==> src/rtl/sam_vid_addr_if.sv <==
// Video address bus between the VDG side (master) and the SAM video address generator (slave).
// Carries the mode/offset registers, the VDG timing strobes and the generated addresses.
interface sam_vid_addr_if;
    logic [2:0]  mode;
    logic [6:0]  disp_offset;
    logic        da0;
    logic        hs_n;
    logic        fs_n;
    logic [15:0] vaddr;
    logic [15:0] row_base;
    logic [3:0]  line_cnt;

    modport master (
        output mode, disp_offset, da0, hs_n, fs_n,
        input  vaddr, row_base, line_cnt
    );

    modport slave (
        input  mode, disp_offset, da0, hs_n, fs_n,
        output vaddr, row_base, line_cnt
    );
endinterface

==> src/rtl/sam_vid_addr.sv <==
// CoCo2 SAM video address counter: steps through display RAM on DA0, repeats scan
// lines per VDG mode on HS, and reloads from the display offset on FS.
module sam_vid_addr #(
    parameter int ALPHA_LINES = 12,
    parameter int ADDR_W      = 16
) (
    input  logic           clk,
    input  logic           reset,
    sam_vid_addr_if.slave  bus
);

    if (ALPHA_LINES < 1 || ALPHA_LINES > 16) begin : g_bad_alpha_lines
        $error("sam_vid_addr: ALPHA_LINES must be in 1..16");
    end
    if (ADDR_W != 16) begin : g_bad_addr_w
        $error("sam_vid_addr: ADDR_W must be 16");
    end

    localparam logic [3:0] ALPHA_M1 = 4'(ALPHA_LINES - 1);

    logic              da0_q, da0_d;
    logic              hs_q, hs_d;
    logic              fs_q, fs_d;
    logic              run_q, run_d;
    logic [ADDR_W-1:0] vaddr_q, vaddr_d;
    logic [ADDR_W-1:0] row_base_q, row_base_d;
    logic [3:0]        line_cnt_q, line_cnt_d;

    logic       da0_fall, hs_fall, fs_fall;
    logic [3:0] ydiv_m1;

    assign da0_fall = da0_q & ~bus.da0;
    assign hs_fall  = hs_q & ~bus.hs_n;
    assign fs_fall  = fs_q & ~bus.fs_n;

    // Last scan line index of a row; mode 111 (DMA) behaves like 110.
    always_comb begin
        ydiv_m1 = 4'd0;
        case (bus.mode)
            3'b000:          ydiv_m1 = ALPHA_M1;
            3'b001, 3'b010:  ydiv_m1 = 4'd2;
            3'b011, 3'b100:  ydiv_m1 = 4'd1;
            default:         ydiv_m1 = 4'd0;
        endcase
    end

    // After reset the counter is parked at 0 until the first frame start arrives.
    always_comb begin
        da0_d      = bus.da0;
        hs_d       = bus.hs_n;
        fs_d       = bus.fs_n;
        run_d      = run_q;
        vaddr_d    = vaddr_q;
        row_base_d = row_base_q;
        line_cnt_d = line_cnt_q;
        if (fs_fall) begin
            run_d      = 1'b1;
            vaddr_d    = {bus.disp_offset, 9'b0};
            row_base_d = {bus.disp_offset, 9'b0};
            line_cnt_d = 4'd0;
        end else if (run_q && hs_fall) begin
            if (line_cnt_q >= ydiv_m1) begin
                row_base_d = vaddr_q;
                line_cnt_d = 4'd0;
            end else begin
                vaddr_d    = row_base_q;
                line_cnt_d = line_cnt_q + 4'd1;
            end
        end else if (run_q && da0_fall) begin
            vaddr_d = vaddr_q + 16'd1;
        end
    end

    always_ff @(posedge clk) begin
        if (reset) begin
            da0_q      <= 1'b0;
            hs_q       <= 1'b1;
            fs_q       <= 1'b1;
            run_q      <= 1'b0;
            vaddr_q    <= '0;
            row_base_q <= '0;
            line_cnt_q <= 4'd0;
        end else begin
            da0_q      <= da0_d;
            hs_q       <= hs_d;
            fs_q       <= fs_d;
            run_q      <= run_d;
            vaddr_q    <= vaddr_d;
            row_base_q <= row_base_d;
            line_cnt_q <= line_cnt_d;
        end
    end

    assign bus.vaddr    = vaddr_q;
    assign bus.row_base = row_base_q;
    assign bus.line_cnt = line_cnt_q;

endmodule

==> src/flat_wrapper.sv <==
// flat-port wrapper written by rule: the top's interface ports become plain ports
module sam_vid_addr_flat 
#(
    parameter int ALPHA_LINES = 12,
    parameter int ADDR_W      = 16
)
  (clk, reset, bus_mode, bus_disp_offset, bus_da0, bus_hs_n, bus_fs_n, bus_vaddr, bus_row_base, bus_line_cnt);
  sam_vid_addr_if bus_i ();
  input  logic clk;
  input  logic reset;
  input wire logic [$bits(bus_i.mode)-1:0] bus_mode;
  input wire logic [$bits(bus_i.disp_offset)-1:0] bus_disp_offset;
  input wire logic [$bits(bus_i.da0)-1:0] bus_da0;
  input wire logic [$bits(bus_i.hs_n)-1:0] bus_hs_n;
  input wire logic [$bits(bus_i.fs_n)-1:0] bus_fs_n;
  output wire logic [$bits(bus_i.vaddr)-1:0] bus_vaddr;
  output wire logic [$bits(bus_i.row_base)-1:0] bus_row_base;
  output wire logic [$bits(bus_i.line_cnt)-1:0] bus_line_cnt;
  assign bus_i.mode = bus_mode;
  assign bus_i.disp_offset = bus_disp_offset;
  assign bus_i.da0 = bus_da0;
  assign bus_i.hs_n = bus_hs_n;
  assign bus_i.fs_n = bus_fs_n;
  assign bus_vaddr = bus_i.vaddr;
  assign bus_row_base = bus_i.row_base;
  assign bus_line_cnt = bus_i.line_cnt;
  sam_vid_addr #(.ALPHA_LINES(ALPHA_LINES), .ADDR_W(ADDR_W)) u_core (.clk(clk), .reset(reset), .bus(bus_i));
endmodule
==> config.mk <==
export PLATFORM = sky130hd
export DESIGN_NAME = sam_vid_addr_flat
export DESIGN_NICKNAME = d
export VERILOG_FILES = /design/src/rtl/sam_vid_addr_if.sv /design/src/rtl/sam_vid_addr.sv /design/src/flat_wrapper.sv
export SDC_FILE = /design/constraint.sdc
export NUM_CORES = 1
export LEC_CHECK = 0
export BUFFER_PORTS_ARGS = -buffer_cell sky130_fd_sc_hd__buf_4
export CORE_ASPECT_RATIO = 0.9
export CORE_MARGIN = 4
export CORE_UTILIZATION = 48
export DETAILED_ROUTE_END_ITERATION = 10
export GPL_ROUTABILITY_DRIVEN = 0
export PLACE_DENSITY = 0.76
export RECOVER_POWER = 25
export SLEW_MARGIN = 10
export SYNTH_ARGS = -nofsm -noshare
export SYNTH_HDL_FRONTEND = slang
export SYNTH_SLANG_ARGS = --single-unit
export TNS_END_PERCENT = 5
==> constraint.sdc <==
create_clock -name clk -period 2.15 [get_ports clk]
set_input_delay 0.1075 -clock clk [delete_from_list [all_inputs] [get_ports clk]]
set_output_delay 0.1075 -clock clk [all_outputs]
set_load 0.05 [all_outputs]
==> impl_metrics.tcl <==
set metrics [dict create \
    outcome "complete, but fails checks" \
    violations "setup timing" \
    clkSlewWorstSetupHoldPaths_ns 0.08 \
    drv_slew 0 \
    drive_gt1_share_pct 30.8 \
    fin_crit_ns 2.18 \
    ys_types 49 \
    synth_edf_count 0 \
    grt_max_degree 20 \
    die_y_um 71.2 \
    antenna_found_initial 0 \
    die_area_um2 5570 \
    nets 332 \
    netlist_area_um2 2130 \
    synth-async-reset-ratio_pct 0 \
    hp-class "input port to register" \
    finalHoldViolations 0 \
    ctsRootBufferMaster "clkbuf_8" \
    n_antenna_cell 0 \
    area_growth_pct 32.8 \
    synth_top_flop_cell "dfxtp_1" \
    avgSynthCellArea_um2 8.66 \
    powerDensity_nw_per_um2 591 \
    core_area_um2 4180 \
    max-vdd-ir-drop_uv 407 \
    wl_per_cell_um 15.3 \
    swShare_pct 29.0 \
    utilization_pct 67.6 \
    drtPass1Iterations 4 \
    cts_hold_buffers 0 \
    ys_seq_area_share_pct 37.6 \
    cp_max_fo 7 \
    synth_fp_nets 266 \
    grt_pass1_vias 1988 \
    max_freq_mhz 459 \
    worstSetupStartpointType "register" \
    stdcell_area_um2 2830 \
    grt.total_usage_pct 21.5 \
    p_total_uw 1670 \
    worst_pin_slew_ns 0.665 \
    ant_nets 0 \
    internal-power_uw 1190 \
    clkPwrFrac_pct 32.9 \
    vias_per_cell 5.68 \
    required_ns 2.34 \
    pwr-share-seq_pct 47.1 \
    p_leak_uw 0.00109 \
    die_w_um 78.2 \
    critPathKind "register to register" \
    drc 0 \
    initial_core_util_pct 50.9 \
    period_share_pct 101 \
    pwr-share-comb_pct 20.0 \
    critPathCaptureType "register" \
    max_slew_margin_pct 55.6 \
    rsz0062_at_grt "yes" \
    layout_setup_ws_ns -0.0287 \
    wl_um 5690 \
    vias 2113 \
    cp.arrival_ns 2.37 \
    io_buffers 50 \
    cts.sinks 40 \
    drv_cap 0 \
    final-setup-viol-count 2 \
    placed_area_um2 2700 \
    h-tree-depth 2 \
    grt-ovfl-total 0 \
    synth-seq-cells 40 \
    drt_iter0_drc 170 \
    hpwl_um 4120 \
    nFillCells 396 \
    fin_skew_ns 0.00515 \
    yosys_warnings 0 \
    grt_pass1_wl_um 9610 \
    synthCells 246 \
    cts_buffers 5 \
    cts_max_path_buffers 2 \
    p_switching_uw 485 \
    io_pins 51 \
    cts_tree "yes" \
    clk_latency_ns 0.30 \
    rows 22 \
]
## cells by family after synthesis
kind of cell	share of synthesized area (%)
AND/OR/NAND/NOR	24.4
AO/OA/AOI/OAI	20.8
buffers and inverters	4.05
adder cells (fa/ha/maj)	2.94
XOR/XNOR	0.411
flip-flops	37.6
multiplexers	9.75
## metal layers
layer | up-vias | share of wire [%] | track usage [%]
met1 | 1001 | 45 | 29.3
met5 | - | 0 | 0
met3 | 7 | 5.1 | 3.05
met2 | 53 | 48 | 34.0
li1 | 1052 | - | -
met4 | 0 | 1.5 | 9.32
## power by group through the flow
stage,clock network (µW),logic [µW],registers [µW]
floorplan,0,153,866
global placement,0,313,804
detailed placement,0,319,804
CTS,550,331,787
global route,583,361,791
finish,550,335,787
## cell type report
class	instances	area, µm²	area share [%]
clock buffer	7	96.3	3.41
inverter	3	13.8	0.487
multi-input combinational	189	1320	46.5
sequential	40	808	28.6
tap	60	75.1	2.65
timing repair buffer	73	519	18.4
## worst max-delay path, cell delays in order (launching register included)
cell       delay (ns)
dfxtp_4          0.34
ha_1             0.32
a2111oi_4        0.48
or2_4            0.27
buf_4            0.12
mux2_2           0.34
o22ai_2          0.12
a211oi_2         0.08
## final timing paths
path	cells after the start	slack, ns	start	end
max	7	-0.03	u_core.bus.line_cnt[1]	u_core.bus.vaddr[14]
min	2	0.009	bus_fs_n	u_core.fs_q
max reg2reg	7	-0.03	u_core.bus.line_cnt[1]	u_core.bus.vaddr[14]
min reg2reg	2	0.49	u_core.bus.row_base[13]	u_core.bus.row_base[13]
## repair_timing
item,CTS,global route
gates resized for setup,3,9
pin swaps,5,2
setup endpoints to repair,8,27
setup buffers,4,0
## stage by stage
stage	setup WS [ns]	hold WS [ns]	TNS, ns	std cells
6_report	-0.0287	0.00864	-0.0414	372
5_1_grt	-0.106	0.0204	-0.704	372
4_1_cts	-0.00913	0.0126	-0.0186	372
3_5_place_dp	-0.249	0.317	-3.95	361
3_3_place_gp	-0.186	0.313	-2.87	361
2_1_floorplan	-0.0403	0.214	-0.431	246
## synthesized netlist by cell type (all sizes together) (2+ instances only)
library cell | count | area (µm²)
inv | 3 | 11.3
nand3b | 4 | 30.0
a22oi | 5 | 37.5
clkbuf | 8 | 30.0
nor2 | 39 | 146
nand2 | 10 | 45.0
a211oi | 12 | 95.1
nor3 | 4 | 25.0
a2bb2oi | 2 | 17.5
or3 | 3 | 18.8
buf | 6 | 45.0
mux2i | 14 | 140
or2 | 3 | 21.3
dfxtp | 40 | 801
nand3 | 14 | 70.1
a41oi | 2 | 17.5
a2111oi | 2 | 36.3
and2 | 3 | 18.8
mux2 | 6 | 67.6
ha | 5 | 62.6
nor2b | 4 | 25.0
nand2b | 4 | 32.5
nand4 | 4 | 25.0
o2111ai | 3 | 26.3
o21ai | 10 | 50.1
nor4 | 2 | 12.5
a31oi | 2 | 12.5
a21oi | 18 | 93.8
and4 | 3 | 26.3
## flip-flops by register name, summed over array words and instances, names as in the netlist
| name | count |
|---|---|
| u_core.bus.row_base | 16 |
| u_core.bus.vaddr | 16 |
| u_core.bus.line_cnt | 4 |
| u_core.da0_q | 1 |
| u_core.fs_q | 1 |
| u_core.hs_q | 1 |
| u_core.run_q | 1 |
## cells in the final DEF, fill, tap and decap left out, types with 2 or more instances in the layout
| cell | netlist | routed |
|---|---|---|
| a211oi_1 | 11 | 10 |
| a211oi_2 | 1 | 2 |
| a21oi_1 | 17 | 17 |
| a22oi_2 | 0 | 4 |
| a2bb2oi_1 | 2 | 2 |
| a31oi_1 | 2 | 2 |
| a41oi_1 | 2 | 2 |
| and2_1 | 3 | 3 |
| and4_1 | 3 | 3 |
| buf_4 | 0 | 59 |
| clkbuf_1 | 8 | 12 |
| clkbuf_8 | 0 | 7 |
| dfxtp_1 | 40 | 38 |
| dfxtp_4 | 0 | 2 |
| ha_1 | 5 | 4 |
| inv_1 | 3 | 2 |
| mux2_2 | 5 | 3 |
| mux2_4 | 0 | 3 |
| mux2i_1 | 14 | 14 |
| nand2_1 | 9 | 9 |
| nand2b_1 | 3 | 3 |
| nand3_1 | 14 | 14 |
| nand3b_1 | 4 | 4 |
| nand4_1 | 4 | 4 |
| nor2_1 | 39 | 39 |
| nor2b_1 | 4 | 4 |
| nor3_1 | 3 | 3 |
| nor4_1 | 2 | 2 |
| o2111ai_1 | 3 | 3 |
| o21ai_0 | 10 | 9 |
| or2_2 | 2 | 2 |
| or3_1 | 3 | 2 |
No activity file was read; power rests on OpenSTA's default activity.
